--- src/rtl/mem_stage.sv ---
// mem_stage: memory-access stage of the RISC-V pipeline.
// Takes the execute-stage result as the effective address and rs2 as store data.
// Drives a request/ready data-memory port, extends load data and registers the
// write-back fields. Upstream is stalled while an access is outstanding.
module mem_stage (
  input  logic        clk,
  input  logic        rst_n,
  input  logic        valid_in,
  input  logic [31:0] alu_result,
  input  logic [31:0] rd2,
  input  logic [2:0]  func3,
  input  logic        mem_read,
  input  logic        mem_write,
  input  logic [4:0]  rd_in,
  input  logic        reg_write_in,
  output logic        stall,
  output logic        dmem_req,
  output logic        dmem_we,
  output logic [31:0] dmem_addr,
  output logic [3:0]  dmem_be,
  output logic [31:0] dmem_wdata,
  input  logic        dmem_ready,
  input  logic [31:0] dmem_rdata,
  output logic        wb_valid,
  output logic [31:0] wb_data,
  output logic [4:0]  wb_rd,
  output logic        wb_reg_write,
  output logic        wb_fault
);

  typedef enum logic [0:0] {
    ST_IDLE   = 1'b0,
    ST_ACCESS = 1'b1
  } state_t;

  // Byte enables for a byte/half/word access at byte offset off.
  function automatic logic [3:0] enc_be(input logic [2:0] f3, input logic [1:0] off);
    logic [3:0] be;
    case (f3[1:0])
      2'b00:   be = 4'b0001 << off;
      2'b01:   be = off[1] ? 4'b1100 : 4'b0011;
      2'b10:   be = 4'b1111;
      default: be = 4'b0000;
    endcase
    return be;
  endfunction

  // Store data replicated across all lanes so the memory just applies be.
  function automatic logic [31:0] enc_wdata(input logic [2:0] f3, input logic [31:0] d);
    logic [31:0] w;
    case (f3[1:0])
      2'b00:   w = {4{d[7:0]}};
      2'b01:   w = {2{d[15:0]}};
      2'b10:   w = d;
      default: w = 32'h0000_0000;
    endcase
    return w;
  endfunction

  // Right-justify the selected lane of the read word and sign/zero extend it.
  function automatic logic [31:0] load_extend(input logic [2:0] f3, input logic [1:0] off,
                                              input logic [31:0] rdata);
    logic [7:0]  b;
    logic [15:0] h;
    logic [31:0] r;
    case (off)
      2'b00:   b = rdata[7:0];
      2'b01:   b = rdata[15:8];
      2'b10:   b = rdata[23:16];
      2'b11:   b = rdata[31:24];
      default: b = 8'h00;
    endcase
    h = off[1] ? rdata[31:16] : rdata[15:0];
    case (f3)
      3'b000:  r = {{24{b[7]}}, b};
      3'b100:  r = {24'h00_0000, b};
      3'b001:  r = {{16{h[15]}}, h};
      3'b101:  r = {16'h0000, h};
      3'b010:  r = rdata;
      default: r = 32'h0000_0000;
    endcase
    return r;
  endfunction

  // Unsupported width/sign encodings, read+write together, or misalignment.
  function automatic logic access_fault(input logic mr, input logic mw,
                                        input logic [2:0] f3, input logic [1:0] off);
    logic f;
    if (mr && mw) begin
      f = 1'b1;
    end else if (mr) begin
      case (f3)
        3'b000, 3'b100: f = 1'b0;
        3'b001, 3'b101: f = off[0];
        3'b010:         f = (off != 2'b00);
        default:        f = 1'b1;
      endcase
    end else if (mw) begin
      case (f3)
        3'b000:  f = 1'b0;
        3'b001:  f = off[0];
        3'b010:  f = (off != 2'b00);
        default: f = 1'b1;
      endcase
    end else begin
      f = 1'b0;
    end
    return f;
  endfunction

  state_t      state_r;
  state_t      state_s;

  logic        is_mem_s;
  logic        fault_s;
  logic        stall_s;
  logic        start_s;
  logic        retire_s;
  logic [31:0] wb_data_s;
  logic [4:0]  wb_rd_s;
  logic        wb_reg_write_s;
  logic        wb_fault_s;

  logic        dmem_we_r;
  logic [31:0] dmem_addr_r;
  logic [3:0]  dmem_be_r;
  logic [31:0] dmem_wdata_r;
  logic [31:0] alu_r;
  logic [2:0]  f3_r;
  logic        is_load_r;
  logic [4:0]  rd_r;
  logic        reg_write_r;

  logic        wb_valid_r;
  logic [31:0] wb_data_r;
  logic [4:0]  wb_rd_r;
  logic        wb_reg_write_r;
  logic        wb_fault_r;

  assign is_mem_s = mem_read | mem_write;
  assign fault_s  = access_fault(mem_read, mem_write, func3, alu_result[1:0]);

  // Next-state, stall and write-back field selection.
  always_comb begin
    state_s        = state_r;
    stall_s        = 1'b0;
    start_s        = 1'b0;
    retire_s       = 1'b0;
    wb_data_s      = wb_data_r;
    wb_rd_s        = wb_rd_r;
    wb_reg_write_s = wb_reg_write_r;
    wb_fault_s     = wb_fault_r;
    case (state_r)
      ST_IDLE: begin
        if (valid_in && !is_mem_s) begin
          retire_s       = 1'b1;
          wb_data_s      = alu_result;
          wb_rd_s        = rd_in;
          wb_reg_write_s = reg_write_in;
          wb_fault_s     = 1'b0;
        end else if (valid_in && fault_s) begin
          retire_s       = 1'b1;
          wb_data_s      = alu_result;
          wb_rd_s        = rd_in;
          wb_reg_write_s = 1'b0;
          wb_fault_s     = 1'b1;
        end else if (valid_in) begin
          start_s = 1'b1;
          stall_s = 1'b1;
          state_s = ST_ACCESS;
        end else begin
          state_s = ST_IDLE;
        end
      end
      ST_ACCESS: begin
        if (dmem_ready) begin
          retire_s       = 1'b1;
          wb_data_s      = is_load_r ? load_extend(f3_r, alu_r[1:0], dmem_rdata) : alu_r;
          wb_rd_s        = rd_r;
          wb_reg_write_s = reg_write_r;
          wb_fault_s     = 1'b0;
          state_s        = ST_IDLE;
        end else begin
          stall_s = 1'b1;
          state_s = ST_ACCESS;
        end
      end
      default: begin
        state_s = ST_IDLE;
      end
    endcase
  end

  // State register; reset aborts any outstanding access.
  always_ff @(posedge clk or negedge rst_n) begin
    if (!rst_n) begin
      state_r <= ST_IDLE;
    end else begin
      state_r <= state_s;
    end
  end

  // Request fields are captured on IDLE->ACCESS and held stable until ready.
  always_ff @(posedge clk or negedge rst_n) begin
    if (!rst_n) begin
      dmem_we_r    <= 1'b0;
      dmem_addr_r  <= 32'h0000_0000;
      dmem_be_r    <= 4'b0000;
      dmem_wdata_r <= 32'h0000_0000;
      alu_r        <= 32'h0000_0000;
      f3_r         <= 3'b000;
      is_load_r    <= 1'b0;
      rd_r         <= 5'd0;
      reg_write_r  <= 1'b0;
    end else if (start_s) begin
      dmem_we_r    <= mem_write;
      dmem_addr_r  <= {alu_result[31:2], 2'b00};
      dmem_be_r    <= enc_be(func3, alu_result[1:0]);
      dmem_wdata_r <= mem_write ? enc_wdata(func3, rd2) : 32'h0000_0000;
      alu_r        <= alu_result;
      f3_r         <= func3;
      is_load_r    <= mem_read;
      rd_r         <= rd_in;
      reg_write_r  <= reg_write_in;
    end
  end

  // Write-back register: one-cycle valid pulse, fields hold between retirements.
  always_ff @(posedge clk or negedge rst_n) begin
    if (!rst_n) begin
      wb_valid_r     <= 1'b0;
      wb_data_r      <= 32'h0000_0000;
      wb_rd_r        <= 5'd0;
      wb_reg_write_r <= 1'b0;
      wb_fault_r     <= 1'b0;
    end else begin
      wb_valid_r     <= retire_s;
      wb_data_r      <= wb_data_s;
      wb_rd_r        <= wb_rd_s;
      wb_reg_write_r <= wb_reg_write_s;
      wb_fault_r     <= wb_fault_s;
    end
  end

  // Reset gating keeps stall low while the stage is held in reset.
  assign stall        = stall_s & rst_n;
  assign dmem_req     = (state_r == ST_ACCESS);
  assign dmem_we      = dmem_we_r;
  assign dmem_addr    = dmem_addr_r;
  assign dmem_be      = dmem_be_r;
  assign dmem_wdata   = dmem_wdata_r;
  assign wb_valid     = wb_valid_r;
  assign wb_data      = wb_data_r;
  assign wb_rd        = wb_rd_r;
  assign wb_reg_write = wb_reg_write_r;
  assign wb_fault     = wb_fault_r;

endmodule

--- config.mk ---
export PLATFORM = sky130hd
export DESIGN_NAME = mem_stage
export DESIGN_NICKNAME = d
export VERILOG_FILES = /design/src/rtl/mem_stage.sv
export SDC_FILE = /design/constraint.sdc
export NUM_CORES = 1
export LEC_CHECK = 0
export BUFFER_PORTS_ARGS = -buffer_cell sky130_fd_sc_hd__buf_2
export CAP_MARGIN = 20
export CORE_ASPECT_RATIO = 0.5
export CORE_MARGIN = 3
export CORE_UTILIZATION = 50
export DETAILED_ROUTE_END_ITERATION = 12
export PLACE_DENSITY = 0.77
export SYNTH_ARGS = -nofsm -noshare
export SYNTH_HDL_FRONTEND = slang
export SYNTH_SLANG_ARGS = --single-unit
--- constraint.sdc ---
create_clock -name clk -period 3.8 [get_ports clk]
set_clock_uncertainty 0.2 [all_clocks]
set_input_delay 0.57 -clock clk [delete_from_list [all_inputs] [get_ports clk]]
set_output_delay 0.57 -clock clk [all_outputs]
set_load 0.02 [all_outputs]
### Word-level counts from Yosys, hierarchy flattened

Cells that the tools add are included.

| storage, ports and cells | value |
|---|---|
| register bits after elaboration | 150 |

| operators by class | value |
|---|---|
| eq/ne operators | 15 |
| shifts and indexed selects | 1 |
| multiplexer cells | 39 |
| bitwise operators | 3 |
| reduce and logical (&&, ||, !) cells | 12 |

Operators by type and width:

| kind | count |
|---|---|
| $mux W32 | 5 |
| $pmux W32 S5 | 1 |
| $pmux W32 S3 | 1 |
| $pmux W32 S2 | 1 |
| $pmux W8 S4 | 1 |
| $mux W1 | 17 |
| $mux W16 | 1 |
| $mux W5 | 3 |
| $eq A3 B3 Y1 const B | 4 |
| $pmux W4 S3 | 1 |
| $pmux W5 S2 | 1 |
| $pmux W1 S2 | 4 |
| $eq A2 B2 Y1 const B | 3 |
| $eq A3 B1 Y1 const B | 2 |
| $eq A3 B2 Y1 const B | 2 |
| $logic_not A3 Y1 | 2 |
| $pmux W1 S3 | 2 |
| $eq A2 B1 Y1 const B | 2 |
| $logic_not A2 Y1 | 2 |
| $mux W4 | 1 |
| $reduce_or A2 Y1 | 2 |
| $shl A1 B2 Y4 const A | 1 |
| $logic_and A1 B1 Y1 | 3 |
| $ne A3 B3 Y1 const B | 1 |
| 7 further kinds | 7 |

### Logic depth before layout (Yosys ltp)

Gate-level depths: netlist of run 1.

| logic depth | value |
|---|---|
| word-level depth | 10 |
| mapped depth | 8 |
| mapped depth without buffers | 4 |

### Worst setup path before layout of run 1

Ideal clock, no wire load.

| path | value |
|---|---|
| path type | input -> output |
| start point | input func3[0] |
| end point | output stall |
| data arrival time | 2.010 ns |
| data required time | 3.030 ns |
| setup slack | 1.020 ns |
| stages on the path | 7 |
| cells stage by stage | buf_6 o41ai_4 nand3_1 nor3_1 buf_2 buf_2 o21a_1 |

| between the ends | value |
|---|---|
| word-level cells in the longest chain between the ends | 10 |
| elaborated cells on any way between the ends | 17 |

Ends and longest elaborated chain:

| item | line | source |
|---|---|---|
| from (decl) | 11 | `input logic [2:0] func3,` |
| $eq A3 B2 Y1 (tied with other cells) | 92, 99 |  |
| $pmux W1 S3 / $reduce_or A2 Y1 (equally long branches) | 99, 92 |  |
| $mux W1 / $pmux W1 S3 (equally long branches) | 98, 92 |  |
| $mux W1 (*) | 91 | `end else if (mr) begin` |
| $mux W1 (*) | 89 | `if (mr && mw) begin` |
| $logic_and A1 B1 Y1 (*) | 161 | `end else if (valid_in && fault_s) begin` |
| $mux W1 (*) | 161 |  |
| $mux W1 (*) | 155 | `if (valid_in && !is_mem_s) begin` |
| $pmux W1 S2 (*) | 153 | `case (state_r)` |
| $and A1 B1 Y1 (*) | 246 | `assign stall = stall_s & rst_n;` |
| to (decl) | 16 | `output logic stall,` |

Mark *: on every way between the ends. The rest lies on a longest branch, timed or not.

### Final worst setup path of run 1

| path | value |
|---|---|
| start point | register state_r, in the netlist dmem_req |
| end point | output stall |

| between the ends | value |
|---|---|
| word-level cells in the longest chain between the ends | 3 |

Ends and longest elaborated chain:

| item | line | source |
|---|---|---|
| from (decl) | 111 | `state_t state_r;` |
| from (signal assigned) | 199 | `state_r <= state_s;` |
| $not A1 Y1 | n/a |  |
| $pmux W1 S2 (*) | 153 |  |
| $and A1 B1 Y1 (*) | 246 |  |

Marks and branches as above.

==> results.json, run 1 <==
{
  "outcome": "finished clean",
  "routedLengthMet1_mm": 8.72,
  "cp-start-kind": "register",
  "n_fill_cell": 1177,
  "startpoint": "dmem_req",
  "register_area_mm2": 0.00300,
  "max_freq_mhz": 336,
  "grt_setup_unrepaired": "no",
  "dieHeight_um": 90.3,
  "htreeDepth": 4,
  "highest_layer": "met5",
  "synth_edf_count": 0,
  "routed-wl-met2_mm": 9.76,
  "cts_tree": "built",
  "drc": 0,
  "r2r_start": "dmem_req",
  "synth_top_area_frac": 0.423,
  "relSlewSlack": 0.442,
  "boundaryPins": 222,
  "clockBufferDepth": 2,
  "cts_sinks": 120,
  "area_growth_pct": 21.6,
  "critPathMaxFanout": 24,
  "ctsResizeCount": 0,
  "gp_congestion": 0.875,
  "grt_max_degree": 121,
  "max_stage_delay_ns": 0.69,
  "cts_hold_buf": 0,
  "rows": 30,
  "synthCells": 698,
  "worstPathArrival_ns": 2.21,
  "max_slew.worst_pin.slew_ns": 0.836,
  "fin_crit_ns": 2.98,
  "drt_iter0_drc": 530,
  "cpMaxStageDelayCell": "inv_1",
  "multi_input_area_mm2": 0.00348,
  "hpwl_mm": 14.7,
  "ys.flop_type": "dfrtp_1",
  "crit_family": "buffers and inverters",
  "slew_violations": 0,
  "async_flop_share": 1.00,
  "fin_crit_sh": 0.784,
  "dieArea_mm2": 0.0158,
  "nets": 980,
  "critPathBufInv": 2,
  "synth.distinct_cells": 48,
  "ys.warnings.count": 0,
  "routed_wl_mm": 20.5,
  "post_cts.repair.setup_buffers": 0,
  "yosysTopAreaCell": "dfrtp_1",
  "powerDensity_mw_per_mm2": 633,
  "drive_gt1_frac": 0.340,
  "die_w_um": 175,
  "worst_skew_pair.late_latency_ns": 0.40,
  "finish.utilization": 0.629,
  "initial_core_util": 0.517,
  "finalHoldViolCount": 0,
  "crit_path_end_kind": "primary output",
  "grt_pass1_wl_mm": 32.7,
  "worstPathCellList": "inv_1, nor2_1, o21a_1, buf_2",
  "synthesis.area_mm2": 0.00711,
  "path_class": "register to primary output",
  "grt_pass1_vias": 6080,
  "antenna_cells": 0,
  "avgViaCountPerCell": 5.65,
  "cts-root-buf": "clkbuf_16",
  "fin_tns_setup_ns": 0,
  "synth.most_common_cell": "dfrtp_1",
  "synth_area_leaders": "dfrtp_1 42%, mux2_1 8.1%, mux2i_1 6.5%",
  "postRouteAntennaNets": 0,
  "p_leak_nw": 4.03,
  "yosysSeqAreaShare": 0.423,
  "setup_viol": 0,
  "synth_common_cells": "120 x dfrtp_1, 58 x nor2b_1, 53 x a21oi_1",
  "hold_path_class": "primary input to asynchronous set/reset pin",
  "wl_met3_mm": 1.58,
  "grt.overflow.total": 0,
  "syn_area_per_cell_um2": 10.2,
  "numCtsBuffers": 17,
  "grt_usage": 0.259,
  "path_clk_slew_ns": 0.05,
  "dr.pass1.iters": 7,
  "routedWlPerCell_um": 19.2,
  "crit_required_ns": 3.03,
  "vdd_drop_max_mv": 0.294,
  "num_vias": 6053,
  "placeableCoreArea_mm2": 0.0137,
  "antenna_found_initial": 2,
  "ys_seq_elements": 120,
  "io_buffers": 219,
  "maxCapViolCount": 0
}
stage by stage:
step	hold WS [ns]	power, mW	area [um2]	cells	setup slack, ns
finish	0.132	5.47	8640	1072	0.821
global route	0.174	5.76	8640	1072	0.700
CTS	0.161	5.48	8640	1072	0.838
detailed placement	0.269	3.89	8080	1042	0.953
global placement	0.266	3.84	8080	1042	0.967
floorplan	0.0744	3.33	7110	699	1.02
layout by cell type, fill, tap and decap left out, types with 3 or more instances in the layout:
cell and n:
a31oi_1 12, a211oi_1 18, clkbuf_16 17, o21a_1 7, mux2_1 51, nor2b_1 58
buf_2 218, nand2_1 27, nor2_1 39, a221oi_1 16, o311ai_0 6, mux2_2 3
o21ai_0 29, a311oi_1 8, mux2i_1 46, nand2b_1 4, dfrtp_1 119, nor3_1 13
inv_1 31, mux2_4 25, a21oi_1 53, buf_4 15, clkinv_2 5, and2_1 18
cell type report:
class	instances	share of cell area
clock buffer	21	0.0533
clock inverter	9	0.0117
inverter	31	0.0135
multi-input combinational	464	0.402
sequential	120	0.348
tap	192	0.0278
timing repair buffer	235	0.144
metal layers:
layer	vias up	track usage
met5	-	0
met1	2975	0.346
met3	41	0.0697
met4	4	0.0736
li1	2792	-
met2	241	0.421
report_power, final:
part / switching, mW / internal (mW) / total (mW) / leakage, nW
registers: 0.301 / 1.64 / 1.94 / 1.45
clock network: 0.583 / 0.988 / 1.57 / 0.278
logic: 1.17 / 0.789 / 1.96 / 2.30
total: 2.06 / 3.42 / 5.47 / 4.03
registers in the layout, summed over array words and instances, names as in the netlist:
register      cells
wb_valid          1
wb_rd             5
alu_r            32
is_load_r         1
f3_r              3
wb_reg_write      1
reg_write_r       1
dmem_req          1
dmem_wdata       32
dmem_we           1
dmem_be           4
wb_fault          1
wb_data          32
rd_r              5
final timing paths:
kind / cells past startpoint / endpoint / slack (ns)
worst max-delay path: 4 / stall / 0.82
worst min-delay path: 2 / wb_data[11] / 0.13
worst max register to register: 4 / wb_data[25] / 1.05
worst min register to register: 1 / dmem_be[2] / 0.28
max in group asynchronous: 2 / dmem_req / 2.75
min in group clk: 2 / alu_r[6] / 0.20
cells by family (layout without fill, tap and decap cells):
kind of cell,count (synthesis),count (layout),share of synthesized area
AOI/OAI and AO/OA,161,161,0.151
buffers and inverters,115,296,0.0893
DFF,120,120,0.423
muxes,126,126,0.206
other,1,2,0.000528
and+or+nand+nor,175,175,0.131
No activity file was read; power rests on OpenSTA's default activity.
==> run 2, diff against run 1 <==
--- a/config.mk
+++ b/config.mk
@@ -5,13 +5,14 @@
 export SDC_FILE = /design/constraint.sdc
 export NUM_CORES = 1
 export LEC_CHECK = 0
+export ABC_AREA = 1
 export BUFFER_PORTS_ARGS = -buffer_cell sky130_fd_sc_hd__buf_2
 export CAP_MARGIN = 20
 export CORE_ASPECT_RATIO = 0.5
 export CORE_MARGIN = 3
 export CORE_UTILIZATION = 50
 export DETAILED_ROUTE_END_ITERATION = 12
-export PLACE_DENSITY = 0.77
+export PLACE_DENSITY = 0.78
 export SYNTH_ARGS = -nofsm -noshare
 export SYNTH_HDL_FRONTEND = slang
 export SYNTH_SLANG_ARGS = --single-unit
==> constraint.sdc (replaced) <==
create_clock -name clk -period 2.76 [get_ports clk]
set_clock_uncertainty 0.2 [all_clocks]
set_input_delay 0.414 -clock clk [delete_from_list [all_inputs] [get_ports clk]]
set_output_delay 0.414 -clock clk [all_outputs]
set_load 0.02 [all_outputs]
==> run 2 against run 1 <==
  * Sequential power is 35% higher
  * Die area down 5.2%
  * Power increased by 45%
  * Wire length decreased by 4.8%
  * Combinational power grew 47%
  * Critical endpoint unchanged
  * Largest power group unchanged
==> results.json, run 2 <==
{
  "p_total_mw": 7.93,
  "io_buffers": 219,
  "p_int_mw": 4.78,
  "postRouteAntennaNets": 0,
  "grt_pass1_wl_mm": 31.1,
  "avgViaCountPerCell": 5.08,
  "r2r_end": "wb_data[18]",
  "p_seq_frac": 0.330,
  "dr.pass1.iters": 5,
  "htreeDepth": 4,
  "path_clk_slew_ns": 0.06,
  "die_w_um": 170,
  "max_slew.worst_pin.slew_ns": 0.681,
  "synth_area_leaders": "dfrtp_1 45%, nand2_1 23%, inv_1 4.4%",
  "finalHoldViolCount": 0,
  "switching_share": 0.397,
  "yosysSeqAreaShare": 0.447,
  "relSlewSlack": 0.546,
  "ctsResizeCount": 0,
  "crit_path_end_kind": "primary output",
  "synth_common_cells": "412 x nand2_1, 120 x dfrtp_1, 78 x inv_1",
  "outcome": "finished clean",
  "met3_usage": 0.0721,
  "placeableCoreArea_mm2": 0.0129,
  "p_comb_frac": 0.365,
  "r2r_start": "f3_r[1]",
  "drive_gt1_frac": 0.249,
  "gr-usage-met1": 0.354,
  "clockBufferDepth": 2,
  "routed_wl_mm": 19.6,
  "area_growth_pct": 24.3,
  "powerDensity_mw_per_mm2": 950,
  "rr_worst_depth": 10,
  "post_cts.repair.setup_buffers": 0,
  "cts-root-buf": "clkbuf_16",
  "mostFrequentLayoutCells": "412 x nand2_1, 218 x buf_2, 120 x dfrtp_1, 78 x inv_1, 56 x o21ai_0",
  "rows": 29,
  "ys.warnings.count": 0,
  "n_fill_cell": 1184,
  "synthCells": 955,
  "final_common_cell": "nand2_1",
  "nets": 1239,
  "ys_seq_elements": 120,
  "dieArea_mm2": 0.0150,
  "power_frac_clock": 0.305,
  "grt_pass1_vias": 6299,
  "antenna_cells": 0,
  "max_freq_mhz": 414,
  "yosysTopAreaCell": "dfrtp_1",
  "numCtsBuffers": 17,
  "grt_setup_unrepaired": "no",
  "num_vias": 6655,
  "hold_path_class": "primary input to register",
  "min-delay-start": "rd_in[4]",
  "ys.flop_type": "dfrtp_1",
  "initial_core_util": 0.522,
  "fin_tns_setup_ns": 0,
  "use_met2": 0.424,
  "antenna_found_initial": 1,
  "hpwl_mm": 14.0,
  "async_flop_share": 1.00,
  "p_leak_nw": 4.84,
  "vdd_drop_max_mv": 0.441,
  "worstPathArrival_ns": 1.80,
  "routedWlPerCell_um": 14.9,
  "dieHeight_um": 88.0,
  "critPathMaxFanout": 27,
  "path_class": "register to primary output",
  "grt.overflow.total": 0,
  "worst_skew_pair.late_latency_ns": 0.40,
  "gp_congestion": 0.890,
  "whs_path_depth": 3,
  "switchingPower_mw": 3.15,
  "synth_edf_count": 0,
  "r2r_slack_ns": 0.58,
  "slew_violations": 0,
  "hold_path_end": "rd_r[4]",
  "synth_top_area_frac": 0.447,
  "synth.most_common_cell": "nand2_1",
  "cts_sinks": 120,
  "top_usage_layer": "met2",
  "drc": 0,
  "drt_iter0_drc": 613,
  "grt_usage": 0.262,
  "grt_max_degree": 121,
  "synth.distinct_cells": 29,
  "fin_crit_ns": 2.42,
  "syn_area_per_cell_um2": 7.04,
  "cp-start-kind": "register",
  "maxCapViolCount": 0,
  "setup_viol": 0,
  "fin_crit_sh": 0.876,
  "boundaryPins": 222,
  "cts_tree": "built",
  "synthesis.area_mm2": 0.00672,
  "crit_required_ns": 2.15
}
-- run 2: what timing repair did --
item                                    4_1_cts  5_1_grt
endpoints found under the hold margin         7        0
endpoints found under the setup margin        0        0
hold buffers                                  1        0
-- run 2: final cells by class --
| type | count | area [um2] | share of cell area |
|---|---|---|---|
| Clock buffer | 19 | 453 | 0.0542 |
| Clock inverter | 13 | 193 | 0.0231 |
| Inverter | 95 | 358 | 0.0428 |
| Multi-Input combinational cell | 660 | 2880 | 0.345 |
| Sequential cell | 120 | 3000 | 0.360 |
| Tap cell | 170 | 213 | 0.0255 |
| Timing Repair Buffer | 234 | 1250 | 0.150 |
-- run 2: worst max-delay path by stage --
stage / from / to / slack, ns / cells after the start
after floorplan: dmem_req / stall / 0.45 / 7
after global routing: dmem_req / stall / 0.22 / 4
after CTS: dmem_req / stall / 0.32 / 4
after detailed placement: func3[1] / alu_r[2] / 0.39 / 10
final: dmem_req / stall / 0.34 / 4
after global placement: func3[1] / alu_r[3] / 0.49 / 10
-- run 2: logic make-up (layout without fill, tap and decap cells) --
| kind of cell | count (synthesis) | after routing | share of synthesized area |
|---|---|---|---|
| compound gates | 158 | 158 | 0.126 |
| buf+inv | 176 | 361 | 0.126 |
| simple gates | 499 | 499 | 0.299 |
| mux | 1 | 1 | 0.00149 |
| flops | 120 | 120 | 0.447 |
| other cells | 1 | 2 | 0.000558 |
-- run 2: stage by stage --
stage	std cells	util	hold slack [ns]	cell area [um2]	worst slack [ns]
4_1_cts	1311	0.648	0.00749	8350	0.325
5_1_grt	1311	0.648	0.0131	8350	0.222
6_report	1311	0.648	0.0186	8350	0.342
3_3_place_gp	1278	0.597	0.259	7700	0.494
2_1_floorplan	956	-	-0.0816	6730	0.454
3_5_place_dp	1278	0.597	0.261	7700	0.387
-- run 2: routing by layer --
metal,vias to the layer above,wire [um]
li1,3332,-
met2,259,9060
met5,-,0
met4,0,272
met1,3038,8740
met3,26,1490
-- run 2: power groups by stage --
stage                     registers, mW  logic, mW  clock network [mW]
after floorplan                    2.98       1.70                   0
after global placement             2.63       2.83                   0
after CTS                          2.62       2.90                2.45
after global routing               2.68       3.23                2.56
after detailed placement           2.63       2.89                   0
final                              2.62       2.89                2.42
-- run 2: worst max-delay path: stages (launching register included) --
cell	delay (ns)
dfrtp_1	0.36
inv_2	0.05
or2_2	0.54
a21boi_0	0.25
buf_2	0.20
